$ cat config.mk
export PLATFORM = sky130hd
export DESIGN_NAME = fns_cac_encoder_iter
export DESIGN_NICKNAME = d
export VERILOG_FILES = /design/src/rtl/fns_pkg.sv /design/src/rtl/fns_digit_slice.sv /design/src/rtl/fns_cac_encoder_iter.sv
export SDC_FILE = /design/constraint.sdc
export NUM_CORES = 1
export LEC_CHECK = 0
export CORE_MARGIN = 3
export CORE_UTILIZATION = 35
export CTS_CLUSTER_DIAMETER = 100
export CTS_CLUSTER_SIZE = 40
export DETAILED_ROUTE_END_ITERATION = 10
export GPL_ROUTABILITY_DRIVEN = 0
export SLEW_MARGIN = 20
export SYNTH_ARGS = -nofsm -noshare
export SYNTH_HDL_FRONTEND = slang
export SYNTH_HIERARCHICAL = 1
export SYNTH_SLANG_ARGS = --single-unit
$ cat constraint.sdc
create_clock -name clk -period 21 [get_ports clk]
set_clock_uncertainty 0.15 [all_clocks]
set_input_delay 2.1 -clock clk [delete_from_list [all_inputs] [get_ports clk]]
set_output_delay 2.1 -clock clk [all_outputs]
set_load 0.02 [all_outputs]
$ cat src/rtl/fns_pkg.sv
// rtl/fns_pkg.sv - shared Fibonacci weights, range limit, mode and FSM types
package fns_pkg;

    typedef enum logic {
        FNS_GREEDY = 1'b0,
        FNS_IFNS   = 1'b1
    } fns_mode_e;

    typedef enum logic [1:0] {
        ST_IDLE = 2'd0,
        ST_RUN  = 2'd1,
        ST_DONE = 2'd2
    } fns_state_e;

    // F(0)=0, F(1)=F(2)=1, ...; used only at elaboration to build weight tables
    function automatic logic [31:0] fib(input int k);
        logic [31:0] a;
        logic [31:0] b;
        logic [31:0] t;
        a = 32'd0;
        b = 32'd1;
        for (int i = 0; i < k; i++) begin
            t = a + b;
            a = b;
            b = t;
        end
        return a;
    endfunction

    function automatic logic [31:0] FNS_MAX(input int n);
        return fib(n + 2) - 32'd1;
    endfunction

endpackage

$ cat src/rtl/fns_digit_slice.sv
// rtl/fns_digit_slice.sv - one combinational FNS digit decision and remainder update
module fns_digit_slice
    import fns_pkg::*;
#(
    parameter int RW = 12
) (
    input  logic [RW-1:0] r,
    input  logic          p,
    input  fns_mode_e     mode,
    input  logic [31:0]   fk,
    input  logic [31:0]   fk1,
    output logic          d,
    output logic [RW-1:0] r_next
);
    logic [31:0] r_ext;

    assign r_ext = 32'(r);

    // In the tie band F(k) <= r < F(k+1) IFNS repeats the previous digit
    always_comb begin
        if (r_ext >= fk1) begin
            d = 1'b1;
        end else if (r_ext < fk) begin
            d = 1'b0;
        end else begin
            d = (mode == FNS_IFNS) ? p : 1'b1;
        end
        r_next = d ? (r - fk[RW-1:0]) : r;
    end

endmodule

$ cat src/rtl/fns_cac_encoder_iter.sv
// rtl/fns_cac_encoder_iter.sv - iterative FNS/IFNS crosstalk-avoidance encoder, MSB digit first
module fns_cac_encoder_iter
    import fns_pkg::*;
#(
    parameter int DATA_W         = 11,
    parameter int CODE_W         = 16,
    parameter int DIGITS_PER_CYC = 4
) (
    input  logic              clk,
    input  logic              rst,
    input  logic              in_valid,
    output logic              in_ready,
    input  logic [DATA_W-1:0] in_data,
    input  logic              in_mode,
    output logic              out_valid,
    input  logic              out_ready,
    output logic [CODE_W-1:0] out_code,
    output logic              out_err
);
    localparam int RW = DATA_W + 1;
    localparam int KW = $clog2(CODE_W + 2);
    localparam int NT = 2 ** KW;
    localparam logic [31:0] LIMIT = FNS_MAX(CODE_W);

    if ((CODE_W % DIGITS_PER_CYC) != 0) begin : g_bad_chunk
        $error("CODE_W must be a multiple of DIGITS_PER_CYC");
    end

    fns_state_e                state;
    fns_mode_e                 mode_q;
    logic [RW-1:0]             r_q;
    logic                      p_q;
    logic [KW-1:0]             idx_q;
    logic [CODE_W-1:0]         code_q;
    logic                      err_q;
    logic                      load;
    logic                      in_big;
    logic [31:0]               fib_tab [NT];
    logic [RW-1:0]             r_ch [DIGITS_PER_CYC+1];
    logic                      p_ch [DIGITS_PER_CYC+1];
    logic [DIGITS_PER_CYC-1:0] chunk;
    logic [CODE_W-1:0]         code_next;

    for (genvar i = 0; i < NT; i++) begin : g_fib
        assign fib_tab[i] = (i <= CODE_W + 1) ? fib(i) : 32'd0;
    end

    assign r_ch[0] = r_q;
    assign p_ch[0] = p_q;

    // Slice j resolves digit k = idx - j; at k = 1 the weights F(1)=F(2)=1 make d_1 = r
    for (genvar j = 0; j < DIGITS_PER_CYC; j++) begin : g_slice
        logic [KW-1:0] k;
        assign k = idx_q - KW'(j);
        fns_digit_slice #(.RW(RW)) u_slice (
            .r      (r_ch[j]),
            .p      (p_ch[j]),
            .mode   (mode_q),
            .fk     (fib_tab[k]),
            .fk1    (fib_tab[k + KW'(1)]),
            .d      (chunk[DIGITS_PER_CYC-1-j]),
            .r_next (r_ch[j+1])
        );
        assign p_ch[j+1] = chunk[DIGITS_PER_CYC-1-j];
    end

    assign code_next = code_q | (CODE_W'(chunk) << (idx_q - KW'(DIGITS_PER_CYC)));
    assign in_big    = 32'(in_data) > LIMIT;
    assign in_ready  = (state == ST_IDLE) | ((state == ST_DONE) & out_ready);
    assign load      = in_valid & in_ready;
    assign out_valid = (state == ST_DONE);
    assign out_code  = code_q;
    assign out_err   = err_q;

    // Out-of-range words run with a zero remainder, so every digit resolves to 0
    always_ff @(posedge clk) begin
        if (rst) begin
            state  <= ST_IDLE;
            mode_q <= FNS_GREEDY;
            r_q    <= '0;
            p_q    <= 1'b0;
            idx_q  <= '0;
            code_q <= '0;
            err_q  <= 1'b0;
        end else if (load) begin
            state  <= ST_RUN;
            mode_q <= fns_mode_e'(in_mode);
            r_q    <= in_big ? '0 : RW'(in_data);
            p_q    <= 1'b0;
            idx_q  <= KW'(CODE_W);
            code_q <= '0;
            err_q  <= in_big;
        end else begin
            case (state)
                ST_RUN: begin
                    code_q <= code_next;
                    r_q    <= r_ch[DIGITS_PER_CYC];
                    p_q    <= p_ch[DIGITS_PER_CYC];
                    idx_q  <= idx_q - KW'(DIGITS_PER_CYC);
                    if (idx_q == KW'(DIGITS_PER_CYC)) begin
                        state <= ST_DONE;
                    end
                end
                ST_DONE: begin
                    if (out_ready) begin
                        state <= ST_IDLE;
                    end
                end
                default: state <= ST_IDLE;
            endcase
        end
    end

endmodule

## Word level (Yosys, flattened, before mapping)

Memory sizes are Yosys's and may differ from the RTL's.
Index checks and enable logic that the tools add are counted.

| operators by class | value |
|---|---|
| add/subtract/negate cells | 12 |
| equality and inequality tests | 7 |
| bitwise operators | 12 |
| multiplexer cells | 40 |
| order comparisons | 16 |
| reductions and logical operators | 5 |
| shift-type cells | 1 |

Operators with widths:

| kind | number |
|---|---|
| two-way mux 32 bit | 16 |
| >= comparator 12 x 32 -> 1 bit | 4 |
| less-than comparator 12 x 32 -> 1 bit | 4 |
| >= comparator 6 bit, second input constant | 8 |
| two-way mux 12 bit | 4 |
| NOT 5 -> 6 bit | 8 |
| subtractor 12 bit | 4 |
| two-way mux 11 bit | 2 |
| adder 5 x 1 -> 5 bit, second input constant | 4 |
| OR 16 bit | 1 |
| left shift 4 x 5 -> 16 bit | 1 |
| two-way mux 1 bit | 13 |
| two-way mux 5 bit | 2 |
| subtractor 5 x 2 -> 5 bit, second input constant | 2 |
| equality test 5 x 3 -> 1 bit, second input constant | 1 |
| subtractor 5 x 1 -> 5 bit, second input constant | 1 |
| subtractor 5 x 3 -> 5 bit, second input constant | 1 |
| two-way mux 2 bit | 2 |
| case mux 2 bit (2 select lines) | 1 |
| AND reduction 2 bit | 2 |
| inequality test 3 x 1 -> 1 bit, second input constant | 1 |
| inequality test 3 bit, second input constant | 1 |
| bitwise AND 1 bit | 2 |
| equality test 2 x 1 -> 1 bit, second input constant | 1 |
| other kinds (7) | 7 |

| word-level totals | value |
|---|---|
| memory bits (read-only) | 8192 |
| memories kept | 8 |
| input port bits | 16 |
| bits in registers | 37 |

Memories:

| memory | depth | bits a word | rd ports | clocked after memory_dff | wr ports | line | source |
|---|---|---|---|---|---|---|---|
| (name not given) | 32 | 32 | 1 | 0 | 0 | fns_cac_encoder_iter.sv:60 | `.fk1 (fib_tab[k + KW'(1)]),` |
| (name not given) | 32 | 32 | 1 | 0 | 0 | fns_cac_encoder_iter.sv:59 | `.fk (fib_tab[k]),` |
| (name not given) | 32 | 32 | 1 | 0 | 0 | fns_cac_encoder_iter.sv:60 |  |
| (name not given) | 32 | 32 | 1 | 0 | 0 | fns_cac_encoder_iter.sv:59 |  |
| (name not given) | 32 | 32 | 1 | 0 | 0 | fns_cac_encoder_iter.sv:60 |  |
| (name not given) | 32 | 32 | 1 | 0 | 0 | fns_cac_encoder_iter.sv:59 |  |
| +2 memories | n/a | n/a | n/a | n/a | n/a | n/a |  |

## Depth between registers and ports, before layout

Gate-level depths: netlist of the first run.

| logic depth | value |
|---|---|
| depth after elaboration | 22 |
| depth in mapped cells | 45 |
| mapped depth without buffers | 41 |

## Cells and area by module

The synthesis of the first run kept the hierarchy.

Modules (own cells, without submodules):

| module | times used | area an instance (µm²) | cells an instance |
|---|---|---|---|
| fns_digit_slice | 4 | 1153.6 | 156 |
| fns_cac_encoder_iter | 1 | 1774.2 | 213 |

## Least setup slack after synthesis of the first run

Ideal clock, no wire load.

| timing | value |
|---|---|
| path type | register to register |
| start point | register idx_q[2] |
| end point | register r_q[10] |
| arrival | 9.154 ns |
| buffers on the path | 4 |
| path slack | 11.553 ns |
| clock period less this slack | 9.447 ns |
| stages on the path, launching flop included | 45 |
| required time | 20.708 ns |
| cells stage by stage | dfxtp_1 > inv_1 > ha_1 > ha_1 > nand2b_1 > fa_1 > nand2b_1 > a21oi_1 > o211ai_1 > a211oi_1 > a211o_2 > buf_6 > mux2i_1 > inv_1 > ha_1 > fa_1 > nand2b_1 > a21oi_1 > [... 9 more ...] > a21oi_1 > o211ai_1 > a211oi_1 > a211o_2 > buf_6 > mux2i_1 > inv_1 > ha_1 > fa_1 > nand2b_1 > a21oi_1 > o211ai_1 > a211oi_1 > a211o_2 > buf_6 > mux2_4 > nand2_1 > a311oi_2 |

RTL lines:

| what | line | source |
|---|---|---|
| start, declared | fns_cac_encoder_iter.sv:33 | `logic [KW-1:0] idx_q;` |
| start signal, assigned | fns_cac_encoder_iter.sv:90 | `idx_q <= KW'(CODE_W);` |
| start signal, assigned | fns_cac_encoder_iter.sv:99 | `idx_q <= idx_q - KW'(DIGITS_PER_CYC);` |
| end signal, assigned | fns_cac_encoder_iter.sv:88 | `r_q <= in_big ? '0 : RW'(in_data);` |
| end signal, assigned | fns_cac_encoder_iter.sv:97 | `r_q <= r_ch[DIGITS_PER_CYC];` |
| end, declared | fns_cac_encoder_iter.sv:31 | `logic [RW-1:0] r_q;` |

==> results.cfg, run 1 <==
[power_and_ir_drop]
p_total_mw = 0.402
power.density_mw_per_mm2 = 52.2
max-vdd-ir-drop_mv = 0.0448
p_leak_nw = 3.64

[cells_and_area]
layout_commonest_cell = conb_1
drive_gt1_share_pct = 9.09
multi_input_area_mm2 = 0.00580
nets = 1170
area_growth_pct = 20.6
fill_cells = 1842
diodes = 0
final-seq-area_um2 = 701
mostFrequentLayoutCells = conb_1 (187), inv_1 (119), ha_1 (106), nand2_1 (68), nor2_1 (65)

[critical_path]
crit_fanout = 20
rr_startpoint = idx_q[2]
r2r_setup_slack_ps = 9800
crit_arrival_ps = 11180
crit_family = compound AO/OA/AOI/OAI gates
path_buf_inv = 4
reg2regPathDepth = 38
slowest_stage = dfxtp_1
critPathMostFrequentCell = nand2b_1
crit_required_ps = 20980
r2r_end = r_q[2]
end_kind = flop
crit_type = flop to flop
critPathLaunchType = flop
slowest_delay_ps = 850

[grt]
grt.total_usage_pct = 16.9
grt_overflow_total = 0
grt_first_pass_wirelength_um = 28100
grt_pass1_vias = 5825
antenna_found_initial = 0
grt_max_degree = 22

[clock_tree]
cts_setup_buffers = 0
cts_max_level = 2
root_buffer = clkbuf_16
cts_resized = 0
cts_made_buffers = 5
insertion_delay_ps = 280
tritoncts = built
cts.clk_slew.worst_paths_ps = 60
cts.sinks = 35
cts_hold_buf = 0
clockBufferDepth = 2

[synth]
yosysUniqueCellTypes = 54
ys_warn_count = 6
synthesis.area_mm2 = 0.00639
ys_ff_latch = 35
synth.yosys.seq_area_share_pct = 11.0
syn_inst = 837
avgSynthCellArea_um2 = 7.63

[detailed_routing]
drt-initial-drc-count = 247
viasPerCell = 4.72
vias = 5993
wirelength_um = 16300
wl_per_cell_um = 12.9
drt_pass1_iterations = 4
drtAntennaViolNets = 0
drc = 0

[hold_path]
hold_end = out_code[14]
hp-start = out_code[14]
hold_class = flop to flop
hold_depth = 2

[floorplanning]
core_mm2 = 0.0176
start_util_pct = 36.3
dieArea_mm2 = 0.0199
die_w_um = 141
fp-row-count = 48
pin_count = 35
die_h_um = 141

[placement]
hpwl_um = 13700
io_buffers = 33

[sta]
max_clock_freq_ghz = 0.0893
setup_viol = 0
period_minus_slack_ps = 11200
worst_slew_margin_rel_pct = 45.1
finalCritPeriodShare_pct = 53.3
finalSetupTns_ps = 0
tightest_slew_ps = 821
finalMaxSlewViolations = 0
finalHoldViolCount = 0
rsz0062_at_grt = no

[run_status]
outcome = completed

[job]
drv_cap = 0
-- through the flow --
stage               utilization [%]  hold WS [ps]  setup WS [ps]  instances  area [um2]
floorplan                         -           286          11550       1023        7090
global placement               43.0           301          10120       1262        7560
detailed placement             43.0           308           9810       1262        7560
CTS                            43.8           328           9790       1270        7710
global route                   43.8           353           8660       1270        7710
finish                         43.8           323           9800       1270        7710
-- cell families (layout without fill, tap and decap cells) --
family | after synthesis | in the layout | share of synthesized area [%]
flops | 35 | 35 | 11.0
other cells | 1 | 187 | 0.0587
mux | 46 | 46 | 9.56
fa+ha+maj | 110 | 110 | 22.0
buf+inv | 139 | 161 | 9.20
simple gates | 268 | 268 | 21.9
xor+xnor | 28 | 28 | 3.84
compound gates | 210 | 210 | 22.5
-- registers in the layout, summed over array words and instances (netlist names) --
| signal | cells |
|---|---|
| out_code | 16 |
| r_q | 12 |
| state | 2 |
| mode_q | 1 |
| idx_q | 3 |
| p_q | 1 |
-- worst min-delay path: stages (launching register included) --
cell and delay, ps:
dfxtp_1 330, a21oi_1 40, nor2_1 70
-- report_power, final --
group          switching [mW]  total, mW  internal (mW)
registers             0.00639     0.0757         0.0693
clock network          0.0279     0.0716         0.0437
logic                   0.144      0.255          0.110
-- synth_stat cells (all sizes together) --
| cell | count | area (um2) |
|---|---|---|
| o21bai | 1 | 7.51 |
| dfxtp | 35 | 701 |
| a31oi | 9 | 56.3 |
| a211o | 4 | 40.0 |
| a21boi | 4 | 30.0 |
| ha | 106 | 1330 |
| and4 | 8 | 80.1 |
| clkbuf | 7 | 31.3 |
| and4bb | 1 | 12.5 |
| a21oi | 65 | 340 |
| o21ai | 37 | 185 |
| nor2 | 65 | 244 |
| nand2 | 68 | 255 |
| nand4 | 4 | 25.0 |
| inv | 119 | 447 |
| mux2 | 36 | 510 |
| nor2b | 18 | 120 |
| and2b | 1 | 7.51 |
| nor4 | 44 | 300 |
| xor2 | 8 | 70.1 |
| a31o | 4 | 35.0 |
| a21o | 25 | 198 |
| xnor2 | 20 | 175 |
| nand2b | 14 | 87.6 |
| a311oi | 11 | 146 |
| a211oi | 9 | 67.6 |
| o221ai | 4 | 35.0 |
| or2 | 3 | 21.3 |
| conb | 1 | 3.75 |
| mux2i | 10 | 100 |
| o31a | 4 | 35.0 |
| a2111oi | 8 | 70.1 |
| nor3 | 15 | 75.1 |
| and2 | 9 | 56.3 |
| or3 | 4 | 30.0 |
| o21a | 8 | 60.1 |
| a2bb2oi | 1 | 8.76 |
| fa | 4 | 80.1 |
| nand3 | 12 | 60.1 |
| buf | 13 | 110 |
| nor4b | 1 | 15.0 |
| or3b | 1 | 8.76 |
| o211ai | 16 | 120 |
-- worst max-delay path by stage --
stage	depth (start not counted)	from	endpoint	slack (ps)
after floorplan	44	idx_q[2]	r_q[10]	11550
after global placement	39	idx_q[2]	r_q[10]	10120
after detailed placement	38	idx_q[2]	r_q[10]	9810
after CTS	38	idx_q[2]	r_q[10]	9790
after global routing	37	idx_q[2]	r_q[10]	8660
final	38	idx_q[2]	r_q[2]	9800
-- cell type report --
cell class              count  share of cell area, %
flip-flops and latches     35                   9.09
multi-input cells         849                   75.2
well taps                 225                   3.65
clock inverters             2                  0.162
inverters                 119                   5.80
clock buffers               6                   1.67
repair buffers             34                   4.38
-- layer usage --
metal / vias to the layer above / share of wire, % / global-route usage, %
met1: 2666 / 48 / 22.4
met2: 88 / 47 / 29.3
met3: 18 / 3.4 / 2.14
met5: - / 0 / 0
li1: 3221 / - / -
met4: 0 / 1.6 / 3.72
Power figures use the tool's default switching activity.
==> run 2: changes to the inputs <==
- clock period: 21 -> 10.8 ns (I/O delays scaled with it)
==> run 2 against run 1 <==
Wire length is 1.3% higher. Cell count is 0.79% higher. Critical endpoint unchanged. Non-clock buffer count rose by 10. Die area did not move. Sequential cell count stayed put. Largest cell class unchanged. Sequential share of layout area down 0.13 points. Critical path depth increased by 2.
==> results.cfg, run 2 (same netlist as run 1, synthesis figures left out) <==
[sta]
worst_slew_margin_rel_pct = 41.6
timing.final.ws_setup_ps = 890
max_clock_freq_ghz = 0.101
hold_ws_ps = 316
finalMaxSlewViolations = 0
finalHoldViolCount = 0
period_minus_slack_ps = 9910
finalSetupTns_ps = 0
finalCritPeriodShare_pct = 91.8
rsz0062_at_grt = no
setup_viol = 0
tightest_slew_ps = 873

[run_status]
outcome = completed

[cells_and_area]
final_area_mm2 = 0.00782
final-seq-area_um2 = 701
layout_commonest_cell = conb_1
fill_cells = 1847
fin_util_pct = 44.4
multi_input_area_mm2 = 0.00582
area_growth_pct = 22.3
mostFrequentLayoutCells = conb_1 (187), inv_1 (119), ha_1 (106), nand2_1 (68), nor2_1 (65)
nets = 1180
final_cell_count_no_fill = 1280
drive_gt1_share_pct = 10.4
largest_register_ffs = 16
diodes = 0

[detailed_routing]
drtAntennaViolNets = 0
drt_pass1_iterations = 5
viasPerCell = 4.76
wl_per_cell_um = 12.9
drt-initial-drc-count = 246
wirelength_um = 16500
drc = 0
vias = 6089

[hold_path]
hold_class = flop to flop
hold_end = out_code[9]
hp-start = out_code[9]
hold_depth = 2

[critical_path]
crit_required_ps = 10830
crit_type = flop to flop
r2r_end = r_q[2]
slowest_delay_ps = 460
crit_arrival_ps = 9940
crit_fanout = 11
r2r_setup_slack_ps = 890
end_kind = flop
critPathMostFrequentCell = ha_1
rr_startpoint = idx_q[3]
slowest_stage = dfxtp_1
critPathLaunchType = flop
reg2regPathDepth = 40

[floorplanning]
core_mm2 = 0.0176
pin_count = 35
dieArea_mm2 = 0.0199
die_h_um = 141
start_util_pct = 36.3
fp-row-count = 48
die_w_um = 141

[clock_tree]
cts_hold_buf = 0
root_buffer = clkbuf_16
insertion_delay_ps = 280
tritoncts = built
cts.clk_slew.worst_paths_ps = 60
cts_made_buffers = 5
cts_max_level = 2
clockBufferDepth = 2
cts.sinks = 35

[placement]
hpwl_um = 13700
io_buffers = 33
dp.cells = 1264
pre_cts_ws_ps = 344
post_dp_cell_area_mm2 = 0.00758

[power_and_ir_drop]
p_leak_nw = 3.70
power.density_mw_per_mm2 = 100
max-vdd-ir-drop_mv = 0.0943
p_total_mw = 0.781

[grt]
grt_first_pass_wirelength_um = 27100
grt_overflow_total = 0
grt.total_usage_pct = 16.5
antenna_found_initial = 0
grt_pass1_vias = 5497
grt_max_degree = 22

[job]
drv_cap = 0
[run 2: cell count changes in the layout (fill, tap and decap cells not counted)]
cell      change
a211oi_2      +3
mux2i_2       +2
mux2i_1       -2
buf_4         +9
buf_12        +1
a211oi_1      -3
[run 2: how the worst max path moves through the flow]
stage | start | endpoint | slack, ps | cells past startpoint
2_1_floorplan | idx_q[2] | r_q[10] | 1350 | 44
3_3_place_gp | idx_q[3] | r_q[1] | 570 | 38
3_5_place_dp | idx_q[3] | r_q[2] | 340 | 40
4_1_cts | idx_q[3] | r_q[2] | 290 | 40
5_1_grt | idx_q[3] | r_q[10] | 50 | 40
6_report | idx_q[3] | r_q[2] | 890 | 40
[run 2: metal layers]
metal | GRT usage [%] | up-vias | share of wire, %
met5 | 0 | - | 0
met1 | 22.7 | 2735 | 47
met2 | 27.6 | 91 | 46
li1 | - | 3247 | -
met3 | 2.10 | 16 | 5.0
met4 | 3.57 | 0 | 1.6
[run 2: repair_timing]
| action | 4_1_cts | 5_1_grt |
|---|---|---|
| setup endpoints to repair | 0 | 17 |
| gates resized for setup | 0 | 5 |
| setup buffers | 0 | 8 |
[run 2: cell type report]
cell class	count	area share [%]
clock buffers	6	1.65
clock inverters	2	0.160
inverters	119	5.71
multi-input cells	849	74.5
flip-flops and latches	35	8.96
well taps	225	3.60
repair buffers	44	5.44
[run 2: report_power, final]
group | switching [mW] | leakage [nW] | internal, mW
Clock | 0.0545 | 0.0669 | 0.0850
Combinational | 0.281 | 3.35 | 0.216
Sequential | 0.0102 | 0.285 | 0.135
Total | 0.346 | 3.70 | 0.436
[run 2: worst max-delay path: cells and delay by family, from the launching register on]
family                     cells  cell delay (ps)
adders and majority gates      8             2610
AOI/OAI and AO/OA             16             3750
muxes                          4              960
buffers and inverters          5              720
DFF                            1              460
and+or+nand+nor                7             1140
==> run 3: changes to the inputs <==
- CTS_CLUSTER_SIZE: 40 -> 20
==> results of run 3 <==
The final DEF is identical to that of run 2; final timing and power are the same.
